--- config.mk ---
export PLATFORM = sky130hd
export DESIGN_NAME = bch_decoder
export DESIGN_NICKNAME = d
export VERILOG_FILES = /design/src/rtl/bch_decoder.sv
export SDC_FILE = /design/constraint.sdc
export NUM_CORES = 1
export LEC_CHECK = 0
export CORE_ASPECT_RATIO = 0.7
export CORE_UTILIZATION = 30
export DETAILED_ROUTE_END_ITERATION = 8
export HOLD_SLACK_MARGIN = 0.06
export PLACE_DENSITY = 0.51
export SYNTH_ARGS = -nofsm -noshare
export SYNTH_HDL_FRONTEND = slang
export SYNTH_SLANG_ARGS = --single-unit
--- constraint.sdc ---
create_clock -name clk -period 8.9 [get_ports clk]
set_clock_uncertainty 0.2 [all_clocks]
set_input_delay 0.89 -clock clk [delete_from_list [all_inputs] [get_ports clk]]
set_output_delay 0.89 -clock clk [all_outputs]
set_load 0.01 [all_outputs]
--- src/rtl/bch_decoder.sv ---
// BCH(15,7) t=2 decoder: bit-serial S1/S3 syndromes, direct locator solve, 15-step Chien search.
// state | meaning: IDLE wait start | SYND syndromes | SOLVE locator | CHIEN root search | FINISH publish
module bch_decoder (
    input  logic        clk,
    input  logic        reset,
    input  logic        start,
    input  logic [0:14] code,
    output logic [0:14] corrected,
    output logic [6:0]  msg_out,
    output logic [1:0]  err_count,
    output logic        uncorrectable,
    output logic        busy,
    output logic        done
);

    typedef enum logic [2:0] {
        IDLE,
        SYND,
        SOLVE,
        CHIEN,
        FINISH
    } state_t;

    state_t      state;
    state_t      state_nxt;

    logic [0:14] rx;
    logic [0:14] work;
    logic [3:0]  s1;
    logic [3:0]  s3;
    logic [3:0]  t1;
    logic [3:0]  t2;
    logic [3:0]  cnt;
    logic [3:0]  k;
    logic [1:0]  deg;
    logic [1:0]  roots;
    logic        fail;

    logic [3:0]  s1_cube;
    logic [3:0]  sigma1;
    logic [3:0]  sigma2;
    logic [1:0]  deg_solve;
    logic        fail_solve;
    logic        chien_root;

    function automatic logic [3:0] gf_mul(input logic [3:0] a, input logic [3:0] b);
        logic [3:0] p;
        logic [3:0] x;
        p = 4'h0;
        x = a;
        for (int i = 0; i < 4; i++) begin
            if (b[i]) p = p ^ x;
            x = {x[2:0], 1'b0} ^ (x[3] ? 4'b0011 : 4'b0000);
        end
        return p;
    endfunction

    function automatic logic [3:0] gf_inv(input logic [3:0] a);
        logic [3:0] r;
        case (a)
            4'h1:    r = 4'h1;
            4'h2:    r = 4'h9;
            4'h3:    r = 4'hE;
            4'h4:    r = 4'hD;
            4'h5:    r = 4'hB;
            4'h6:    r = 4'h7;
            4'h7:    r = 4'h6;
            4'h8:    r = 4'hF;
            4'h9:    r = 4'h2;
            4'hA:    r = 4'hC;
            4'hB:    r = 4'h5;
            4'hC:    r = 4'hA;
            4'hD:    r = 4'h4;
            4'hE:    r = 4'h3;
            4'hF:    r = 4'h8;
            default: r = 4'h0;
        endcase
        return r;
    endfunction

    // cnt counts down 14..0, so the bit index (degree 14-k) runs 0..14
    assign k          = 4'd14 - cnt;
    assign chien_root = ((4'h1 ^ t1 ^ t2) == 4'h0);
    assign msg_out    = corrected[0:6];

    always_comb begin
        s1_cube    = gf_mul(gf_mul(s1, s1), s1);
        sigma1     = 4'h0;
        sigma2     = 4'h0;
        deg_solve  = 2'd0;
        fail_solve = 1'b0;
        if (s1 == 4'h0) begin
            fail_solve = (s3 != 4'h0);
        end else if (s3 == s1_cube) begin
            deg_solve = 2'd1;
            sigma1    = s1;
        end else begin
            deg_solve = 2'd2;
            sigma1    = s1;
            sigma2    = gf_mul(s3, gf_inv(s1)) ^ gf_mul(s1, s1);
        end
    end

    always_ff @(posedge clk or posedge reset) begin
        if (reset) state <= IDLE;
        else       state <= state_nxt;
    end

    always_comb begin
        state_nxt = state;
        case (state)
            IDLE:    if (start) state_nxt = SYND;
            SYND:    if (cnt == 4'd0) state_nxt = SOLVE;
            SOLVE:   state_nxt = fail_solve ? FINISH : CHIEN;
            CHIEN:   if (cnt == 4'd0) state_nxt = FINISH;
            FINISH:  state_nxt = IDLE;
            default: state_nxt = IDLE;
        endcase
    end

    always_ff @(posedge clk or posedge reset) begin
        if (reset) begin
            rx            <= '0;
            work          <= '0;
            s1            <= 4'h0;
            s3            <= 4'h0;
            t1            <= 4'h0;
            t2            <= 4'h0;
            cnt           <= 4'd0;
            deg           <= 2'd0;
            roots         <= 2'd0;
            fail          <= 1'b0;
            corrected     <= '0;
            err_count     <= 2'd0;
            uncorrectable <= 1'b0;
            busy          <= 1'b0;
            done          <= 1'b0;
        end else begin
            done <= 1'b0;
            case (state)
                IDLE: begin
                    if (start) begin
                        rx   <= code;
                        s1   <= 4'h0;
                        s3   <= 4'h0;
                        cnt  <= 4'd14;
                        busy <= 1'b1;
                    end
                end
                SYND: begin
                    s1  <= gf_mul(s1, 4'h2) ^ {3'b000, rx[k]};
                    s3  <= gf_mul(s3, 4'h8) ^ {3'b000, rx[k]};
                    cnt <= (cnt == 4'd0) ? 4'd14 : cnt - 4'd1;
                end
                SOLVE: begin
                    deg   <= deg_solve;
                    fail  <= fail_solve;
                    t1    <= gf_mul(sigma1, 4'h2);
                    t2    <= gf_mul(sigma2, 4'h4);
                    work  <= rx;
                    roots <= 2'd0;
                end
                CHIEN: begin
                    if (chien_root) begin
                        work[k] <= ~work[k];
                        roots   <= roots + 2'd1;
                    end
                    t1  <= gf_mul(t1, 4'h2);
                    t2  <= gf_mul(t2, 4'h4);
                    cnt <= (cnt == 4'd0) ? 4'd14 : cnt - 4'd1;
                end
                FINISH: begin
                    if (!fail && roots == deg) begin
                        corrected     <= work;
                        err_count     <= deg;
                        uncorrectable <= 1'b0;
                    end else begin
                        corrected     <= rx;
                        err_count     <= 2'd0;
                        uncorrectable <= 1'b1;
                    end
                    busy <= 1'b0;
                    done <= 1'b1;
                end
                default: ;
            endcase
        end
    end

endmodule

Word level (Yosys, flattened, before mapping)

Memory sizes are Yosys's and may differ from the RTL's.
Index checks and enable logic that the tools add are counted.

Register bits: 78
Memory bits (read-only): 64
Input bits: 18
Output and inout bits: 27
Logic and storage cells: 173
Memories kept: 1

Memory list:

| name             | words | width | rd ports | clocked after memory_dff | write ports | RTL line | RTL |
|---|---|---|---|---|---|---|---|
| (name not given) | 16    | 4     | 1        | 0                        | 0           | 60       | `case (a)` |

Add/subtract/negate cells: 3
$lt $le $gt $ge: 2
Equality and inequality tests: 10
Multiplexer cells: 88
Bitwise operators: 34
Reductions and logical operators: 19

Operators by type and width:

| operator                                                    | number |
|---|---|
| two-way mux 4 bit                                           | 41 |
| XOR 4 x 2 -> 4 bit                                          | 15 |
| XOR 4 bit                                                   | 14 |
| one-hot mux 4 bit (2 select lines)                          | 5 |
| two-way mux 2 bit                                           | 19 |
| two-way mux 15 bit                                          | 2 |
| one-hot mux 15 bit (2 select lines)                         | 1 |
| bitwise mux 15 bit                                          | 1 |
| logical NOT 4 bit                                           | 3 |
| two-way mux 3 bit                                           | 4 |
| one-hot mux 3 bit (4 select lines)                          | 1 |
| AND reduction 2 bit                                         | 5 |
| two-way mux 1 bit                                           | 9 |
| binary-select mux 1 bit (select 4 bit)                      | 2 |
| != test 2 bit (second input constant)                       | 4 |
| nonzero test 2 bit                                          | 4 |
| XOR 4 x 1 -> 4 bit                                          | 2 |
| equality test 3 x 2 -> 1 bit (second input constant)        | 2 |
| >= comparator 5 bit (second input constant)                 | 1 |
| less-than comparator 5 x 1 -> 1 bit (second input constant) | 1 |
| inverter 4 -> 5 bit                                         | 1 |
| demux 1 bit (select 4 bit)                                  | 1 |
| equality test 4 bit                                         | 1 |
| one-hot mux 2 bit (2 select lines)                          | 1 |
| other kinds (14)                                            | 16 |

Logic depth before layout (Yosys ltp)

Gate-level depths: netlist (run 1).

Depth in word-level cells: 42
Mapped depth: 11
Depth with buffers taken out: 10

Least setup slack after synthesis (run 1)

Ideal clock, no wire load.

Path kind: register to register
Start: register s1[0]
End: register t2[2]
Setup time: 0.127 ns
Data arrival time: 2.625 ns
Required time: 8.573 ns
Path slack: 5.948 ns
Stages on the path, launching flop included: 12
Path buffers: 1
Clock period less this slack: 2.952 ns
Cell sequence: dfrtp_1 buf_4 inv_2 ha_1 nor2_2 nor2_1 mux4_2 a211oi_2 xor2_1 xnor3_1 o2111ai_1 o21ai_1

Cells in the longest elaborated chain, start to end: 25
Elaborated cells between the ends (all ways): 64
Classes of those cells: eq/ne (1); mux (40); bitwise (21); reduce/logical (1); memory (1)

Ends and longest elaborated chain:

| what                                 | RTL line | RTL |
|---|---|---|
| start, declared                      | 29       | `logic [3:0] s1;` |
| start signal, assigned               | 151      | `s1 <= gf_mul(s1, 4'h2) ^ {3'b000, rx[k]};` |
| memory (16 x 4 bit)                  | n/a      |  |
| two-way mux 4 bit                    | 94       | `end else if (s3 == s1_cube) begin` |
| two-way mux 4 bit                    | 92       | `if (s1 == 4'h0) begin` |
| two-way mux 4 bit                    | 52       | `if (b[i]) p = p ^ x;` |
| two-way mux 4 bit                    | 94       |  |
| two-way mux 4 bit                    | 92       |  |
| XOR 4 bit                            | 52       |  |
| two-way mux 4 bit                    | 52       |  |
| (+8 left out)                        | n/a      |  |
| two-way mux 4 bit                    | 94       |  |
| two-way mux 4 bit                    | 92       |  |
| XOR 4 bit                            | 100      | `sigma2 = gf_mul(s3, gf_inv(s1)) ^ gf_mul(s1, s1);` |
| two-way mux 4 bit                    | 94       |  |
| two-way mux 4 bit *                  | 92       |  |
| two-way mux 2 bit                    | 53       | `x = {x[2:0], 1'b0} ^ (x[3] ? 4'b0011 : 4'b0000);` |
| XOR 4 x 2 -> 4 bit * (2 in a row)    | 53       |  |
| one-hot mux 4 bit (2 select lines) * | 140      | `case (state)` |
| end signal, assigned                 | 159      | `t2 <= gf_mul(sigma2, 4'h4);` |
| end signal, assigned                 | 169      | `t2 <= gf_mul(t2, 4'h4);` |
| end, declared                        | 32       | `logic [3:0] t2;` |

Mark *: on every way between the ends. The rest lies on a longest branch, timed or not. The select of a mux whose other input is x is not followed.
A chain may end at the register's enable or synchronous reset.

Worst setup path in the final report (run 1)

Start: register s1[1]
End: register t2[2]

Same word-level chain as after synthesis.

==> metrics.log, run 1 <==
[metrics] Synth Net Count: 597
[metrics] leakage power: 2.54 nW
[metrics] total number of clock tree sinks: 78
[metrics] Ports: 45
[metrics] top-count cell post-synth: dfrtp_1
[metrics] number of I/O port buffers: 44
[metrics] power density of the placed cells: 454 mW/mm²
[metrics] count of hold-fix buffers inserted at cts: 0
[metrics] max capacitance violation total: 0
[metrics] FF-to-FF setup slack: 5140 ps
[metrics] number of nets at the end of the flow: 615
[metrics] initial antenna violation count: 0
[metrics] highest achievable clock rate: 266 MHz
[metrics] sequential-to-total area share from yosys stat: 37.2%
[metrics] Post-Syn Instances: 562
[metrics] violated checks: design-rule violations
[metrics] overflow left after global routing: 0
[metrics] area inside the core boundary: 0.0171 mm²
[metrics] via count of the first global-routing pass: 3849
[metrics] total of endpoints with negative setup slack in the final report: 0
[metrics] cell at the root of the clock tree: clkbuf_16
[metrics] number of iterations in the first detailed-routing pass: 7
[metrics] average wire per cell in the routed design: 15.2 µm
[metrics] Async SR Flop Fraction: 100%
[metrics] mean cell area of the mapped netlist: 9.33 µm²
[metrics] path type of the worst min-delay path: flop to flop
[metrics] total power after layout: 2.78 mW
[metrics] worst supply voltage drop on vdd: 0.000143 V
[metrics] setup repair bufs after CTS: 0
[metrics] top cells by instance count after synthesis: dfrtp_1 (78), nor2_1 (58), nand2_1 (56), a21oi_1 (45), o21ai_0 (39)
[metrics] total number of H-tree levels: 3
[metrics] number of instances in the placed design: 800
[metrics] count of instances resized after the clock tree is built: 0
[metrics] layout cells sized above 1: 11.1%
[metrics] Req. time, crit path: 8910 ps
[metrics] Max Fanout on Critical Path: 19
[metrics] violation count after the first detailed-route iteration: 263
[metrics] worst-margin pin slew: 1050 ps
[metrics] horizontal extent of the die: 160 µm
[metrics] height of the die: 113 µm
[metrics] count of distinct cell types in the synthesized netlist: 59
[metrics] EDFF count, synth: 0
[metrics] post-route setup TNS: 0 ps
[metrics] die area: 0.0180 mm²
[metrics] Synth warnings: 0
[metrics] number of buffers created by CTS: 9
[metrics] final number of hold-violating endpoints: 0
[metrics] TritonCTS clock tree: built
[metrics] Place WS: 5160 ps
[metrics] share of Yosys cell area claimed by the top area cell type: 37.2%
[metrics] sum of routed wire length over all layers: 12400 µm
[metrics] clock insertion delay at the later pin of the skew report: 330 ps
[metrics] largest net degree at the start of global routing: 79
[metrics] min cycle time layout: 3760 ps
[metrics] top cell type by total area after synthesis: dfrtp_1
[metrics] main area contributors after synthesis: dfrtp_1 (37%), xnor2_1 (6.0%), mux2i_1 (5.0%)
[metrics] Worst Path Class, Setup: flop to flop
[metrics] critical path capture point type: flop
[metrics] min setup slack post-route: 5140 ps
[metrics] count of unresolved DRC violations after routing: 1
[metrics] residual antenna-violating net count after detailed routing: 0
[metrics] initial core utilization: 30.6%
[metrics] floorplan row count: 40
[metrics] # diodes: 0
[metrics] worst hold slack: 276 ps
[metrics] Avg Vias per Cell: 4.94
[metrics] WP data arrival: 3780 ps
[metrics] outcome: finished, violations left
[metrics] unrepaired setup endpoints after global routing: false
[metrics] first-pass GRT wire length: 20800 µm
[metrics] number of storage elements in the synthesis netlist: 78
[metrics] Cell Count, Final, Fillers Out: 816
[metrics] clock-pin transition on the worst setup and hold timing paths: 60 ps
[metrics] startpoint types: flop
[metrics] number of buffers on the longest clock path: 2
[metrics] placed wire-length estimate: 9060 µm
[metrics] combined area of all synthesized cells: 0.00525 mm²
[metrics] primary flip-flop cell chosen by synthesis mapping: dfrtp_1
[metrics] slew margin rel.: 29.8%
[metrics] global placement routability congestion: 0.816
[metrics] crit share post-route: 42.3%
[metrics] area grow syn2layout: 17.0%
[metrics] via total after detailed routing: 4030
[metrics] GRT Resource Usage Total: 14.4%
[metrics] number of max-slew violations in the final report: 0
## cell families after synthesis
family          count (synthesis)  share of synthesized area (%)
compound gates                135                           15.8
xor+xnor                       59                           11.3
fa+ha+maj                      17                           4.06
buf+inv                        58                           5.15
flops                          78                           37.2
mux                            52                           12.3
simple gates                  163                           14.2
## registers in the layout, summed over array words and instances, names as in the netlist
register       flops
deg                2
corrected         15
work              15
s3                 4
s1                 4
state              3
t2                 4
rx                15
err_count          2
done               1
uncorrectable      1
busy               1
cnt                4
roots              2
t1                 4
fail               1
## worst max-delay path, stage by stage, from the launching register on
cell       delay (ps)
dfrtp_1           840
inv_1             300
ha_1              400
mux2i_1           240
mux2i_1           140
a2111oi_0         550
a211oi_2           70
xor2_1            280
xnor3_1           450
o2111ai_1          80
o21ai_1            70
## metal layers
metal | vias to the layer above | track usage, % | part of all wire (%)
met3 | 8 | 2.44 | 5.0
li1 | 1991 | - | -
met4 | 0 | 2.86 | 0.62
met2 | 103 | 19.9 | 40
met1 | 1928 | 23.0 | 54
met5 | - | 0 | 0
## where the power goes
part	leakage (nW)	internal [mW]	switching, mW
Clock	0.156	0.254	0.140
Combinational	1.42	0.794	0.847
Sequential	0.957	0.504	0.245
Total	2.54	1.55	1.23
## area by class of cell
cell class | instances | area (µm²)
fill | 1709 | 11000
timing repair buffer | 48 | 470
sequential | 78 | 1950
clock inverter | 5 | 81.3
tap | 231 | 289
inverter | 17 | 65.1
multi-input combinational | 426 | 3040
clock buffer | 11 | 243
## through the flow
stage	utilization (%)	cell area, µm²
final	35.9	6140
after global routing	35.9	6140
after CTS	35.9	6140
after detailed placement	34.0	5810
after global placement	34.0	5810
after floorplan	-	5250
## layout by cell type (no fill, tap or decap), types with 3 or more instances in the layout
cell type,n
a21oi_1,45
a22o_1,7
a22oi_1,14
a32oi_1,7
and2_1,4
and3_1,3
buf_4,4
clkbuf_16,9
clkdlybuf4s50_1,44
dfrtp_1,78
ha_1,17
inv_1,13
inv_2,3
mux2_2,17
mux2i_1,26
mux4_2,7
nand2_1,56
nand2b_1,8
nand3_1,3
nor2_1,58
nor2b_1,4
nor3_1,10
o21ai_0,39
o21ai_1,4
o31ai_1,4
xnor2_1,36
xnor2_2,4
xor2_1,16
## worst paths after layout
kind / start / cells after the start / endpoint
max in group asynchronous: reset / 3 / state[1]$_DFFE_PP0P_
max reg2reg: s1[1]$_DFFE_PP0P_ / 10 / t2[2]$_DFFE_PP0P_
min reg2reg: err_count[0]$_DFFE_PP0P_ / 2 / err_count[0]$_DFFE_PP0P_
min in group asynchronous: reset / 3 / err_count[1]$_DFFE_PP0P_
min: err_count[0]$_DFFE_PP0P_ / 2 / err_count[0]$_DFFE_PP0P_
max: s1[1]$_DFFE_PP0P_ / 10 / t2[2]$_DFFE_PP0P_
(Power assumes the default switching activity.)
==> run 2, diff against run 1 <==
==> constraint.sdc (replaced) <==
create_clock -name clk -period 3.81 [get_ports clk]
set_clock_uncertainty 0.2 [all_clocks]
set_input_delay 0.381 -clock clk [delete_from_list [all_inputs] [get_ports clk]]
set_output_delay 0.381 -clock clk [all_outputs]
set_load 0.01 [all_outputs]
==> run 2 against run 1 <==
Compared with the run above:
- the run now ends clean
- sequential cell count stayed put
- utilization is 0.088 points higher
- setup slack got worse by 4600 ps
- wire length is 6.4% higher
- via count rose by 2.1%
- register-to-register slack got worse by 4600 ps
- design area increased by 0.24%
- critical path type unchanged
- critical endpoint unchanged
- largest cell class unchanged
==> metrics.log, run 2 (synthesized netlist as in run 1, its figures left out) <==
[metrics] outcome: finished, final reports clean
[metrics] worst hold slack: 276 ps
[metrics] via count of the first global-routing pass: 3897
[metrics] critical-path cell with the highest stage delay: dfrtp_1
[metrics] Placed Instance Area: 0.00587 mm²
[metrics] post-route setup TNS: 0 ps
[metrics] count of unresolved DRC violations after routing: 0
[metrics] sum of routed wire length over all layers: 13200 µm
[metrics] number of I/O port buffers: 44
[metrics] area inside the core boundary: 0.0171 mm²
[metrics] clock insertion delay at the later pin of the skew report: 340 ps
[metrics] number of instances in the placed design: 807
[metrics] worst supply voltage drop on vdd: 0.000334 V
[metrics] violation count after the first detailed-route iteration: 293
[metrics] average wire per cell in the routed design: 16.1 µm
[metrics] cells traversed along the worst timing path: inv_2 -> ha_1 -> mux2i_1 -> mux2i_1 -> a2111oi_0 -> a211oi_2 -> xor2_1 -> xnor3_1 -> o2111ai_1 -> o21ai_1
[metrics] Design Area, Final: 0.00615 mm²
[metrics] clock-pin transition on the worst setup and hold timing paths: 70 ps
[metrics] Worst Path Class, Setup: flop to flop
[metrics] global placement routability congestion: 0.818
[metrics] Max Fanout on Critical Path: 10
[metrics] FF/Latch Area: 0.00195 mm²
[metrics] count of hold-fix buffers inserted at cts: 0
[metrics] horizontal extent of the die: 160 µm
[metrics] total number of clock tree sinks: 78
[metrics] footprint of the multi-input gates: 0.00304 mm²
[metrics] path type of the worst min-delay path: primary input to asynchronous set/reset pin
[metrics] number of buffers on the longest clock path: 2
[metrics] largest net degree at the start of global routing: 46
[metrics] Core Util, Final: 35.9%
[metrics] area grow syn2layout: 17.3%
[metrics] Avg Vias per Cell: 5.00
[metrics] Cell Count, Final, Fillers Out: 823
[metrics] share of total power in the clock network: 12.8%
[metrics] overflow left after global routing: 0
[metrics] GRT Resource Usage Total: 15.3%
[metrics] layout cells sized above 1: 12.3%
[metrics] number of buffers created by CTS: 9
[metrics] highest achievable clock rate: 309 MHz
[metrics] most frequent cell on the critical path: mux2i_1
[metrics] switching share of power: 46.0%
[metrics] initial core utilization: 30.6%
[metrics] critical path capture point type: flop
[metrics] internal power component: 3.53 mW
[metrics] Critical Path Max Stage Delay: 570 ps
[metrics] count of instances resized after the clock tree is built: 0
[metrics] critical register-to-register path startpoint: s1[0]$_DFFE_PP0P_
[metrics] min cycle time layout: 3240 ps
[metrics] total number of H-tree levels: 3
[metrics] die area: 0.0180 mm²
[metrics] first-pass GRT wire length: 21600 µm
[metrics] proportion of power drawn by flip-flops and latches: 25.1%
[metrics] crit share post-route: 85.1%
[metrics] startpoint types: flop
[metrics] height of the die: 113 µm
[metrics] TritonCTS clock tree: built
[metrics] slew margin rel.: 29.8%
[metrics] cell at the root of the clock tree: clkbuf_16
[metrics] number of nets at the end of the flow: 622
[metrics] via total after detailed routing: 4113
[metrics] # diodes: 0
[metrics] endpoint of the worst register-to-register path: t2[2]$_DFFE_PP0P_
[metrics] number of iterations in the first detailed-routing pass: 5
[metrics] setup repair bufs after CTS: 0
[metrics] most frequent cells in the layout: dfrtp_1 (78), nor2_1 (58), nand2_1 (56)
[metrics] most common cell after layout, fill and taps aside: dfrtp_1
[metrics] Req. time, crit path: 3820 ps
[metrics] placed wire-length estimate: 9880 µm
[metrics] WP data arrival: 3250 ps
[metrics] leakage power: 2.55 nW
[metrics] fill cell count: 1767
[metrics] number of max-slew violations in the final report: 0
[metrics] Worst R2R Path Depth: 10
[metrics] Ports: 45
[metrics] NetSw: 3.01 mW
[metrics] FF-to-FF setup slack: 570 ps
[metrics] CP endpoint: t2[2]$_DFFE_PP0P_
[metrics] max capacitance violation total: 0
[metrics] floorplan row count: 40
[metrics] total of endpoints with negative setup slack in the final report: 0
[metrics] initial antenna violation count: 0
[metrics] unrepaired setup endpoints after global routing: false
[metrics] residual antenna-violating net count after detailed routing: 0
[metrics] origin of the worst setup path: s1[0]$_DFFE_PP0P_
[metrics] worst-margin pin slew: 1050 ps
[metrics] power density of the placed cells: 1060 mW/mm²
[metrics] Top Registers: corrected (15), rx (15), work (15)
[metrics] share of power burned in combinational logic: 62.1%
[metrics] final number of hold-violating endpoints: 0
run 2: cell types whose count changed in the layout (fill, tap and decap cells not counted), sizes merged:
| cell | previous run | this run |
|---|---|---|
| buf | 4 | 11 |
| inv | 17 | 20 |
| bufinv | 2 | 0 |
| clkbuf | 11 | 9 |
| clkinvlp | 1 | 2 |
run 2: worst min-delay path by stage:
stage	cells past startpoint	slack [ps]	from	endpoint
detailed placement	2	270	busy$_DFFE_PP0P_	busy$_DFFE_PP0P_
global route	2	290	err_count[0]$_DFFE_PP0P_	err_count[0]$_DFFE_PP0P_
finish	2	280	reset	t1[0]$_DFFE_PP0P_
CTS	2	280	busy$_DFFE_PP0P_	busy$_DFFE_PP0P_
floorplan	2	290	t1[1]$_DFFE_PP0P_	t1[1]$_DFFE_PP0P_
global placement	2	260	err_count[0]$_DFFE_PP0P_	err_count[0]$_DFFE_PP0P_
run 2: through the flow:
step,total power [mW],setup slack (ps)
2_1_floorplan,4.68,858
3_3_place_gp,5.62,673
3_5_place_dp,5.68,581
4_1_cts,6.55,580
5_1_grt,7.04,333
6_report,6.54,569
run 2: critical path, delay by kind of cell (launching register included):
family	cells	cell delay (ps)
mux	2	370
compound gates	4	780
buf+inv	1	130
xor+xnor	2	700
flops	1	570
fa+ha+maj	1	360
run 2: layout make-up:
| cell class | instances | area share [%] |
|---|---|---|
| clock inverters | 7 | 0.997 |
| well taps | 231 | 4.70 |
| inverters | 17 | 1.06 |
| flip-flops and latches | 78 | 31.7 |
| multi-input cells | 426 | 49.4 |
| clock buffers | 9 | 3.66 |
| repair buffers | 55 | 8.50 |
run 2: power by group through the flow:
stage	sequential [mW]	clock (mW)	combinational [mW]
finish	1.64	0.838	4.06
global route	1.71	0.884	4.45
CTS	1.64	0.852	4.06
detailed placement	1.65	0	4.03
global placement	1.64	0	3.98
floorplan	1.46	0	3.22
run 2: metal layers:
layer	share of wire, %	global-route usage (%)	up-vias
met5	0	0	-
met4	0.46	2.67	0
met2	41	21.0	79
met3	4.4	3.18	5
li1	-	-	2004
met1	54	24.4	2025
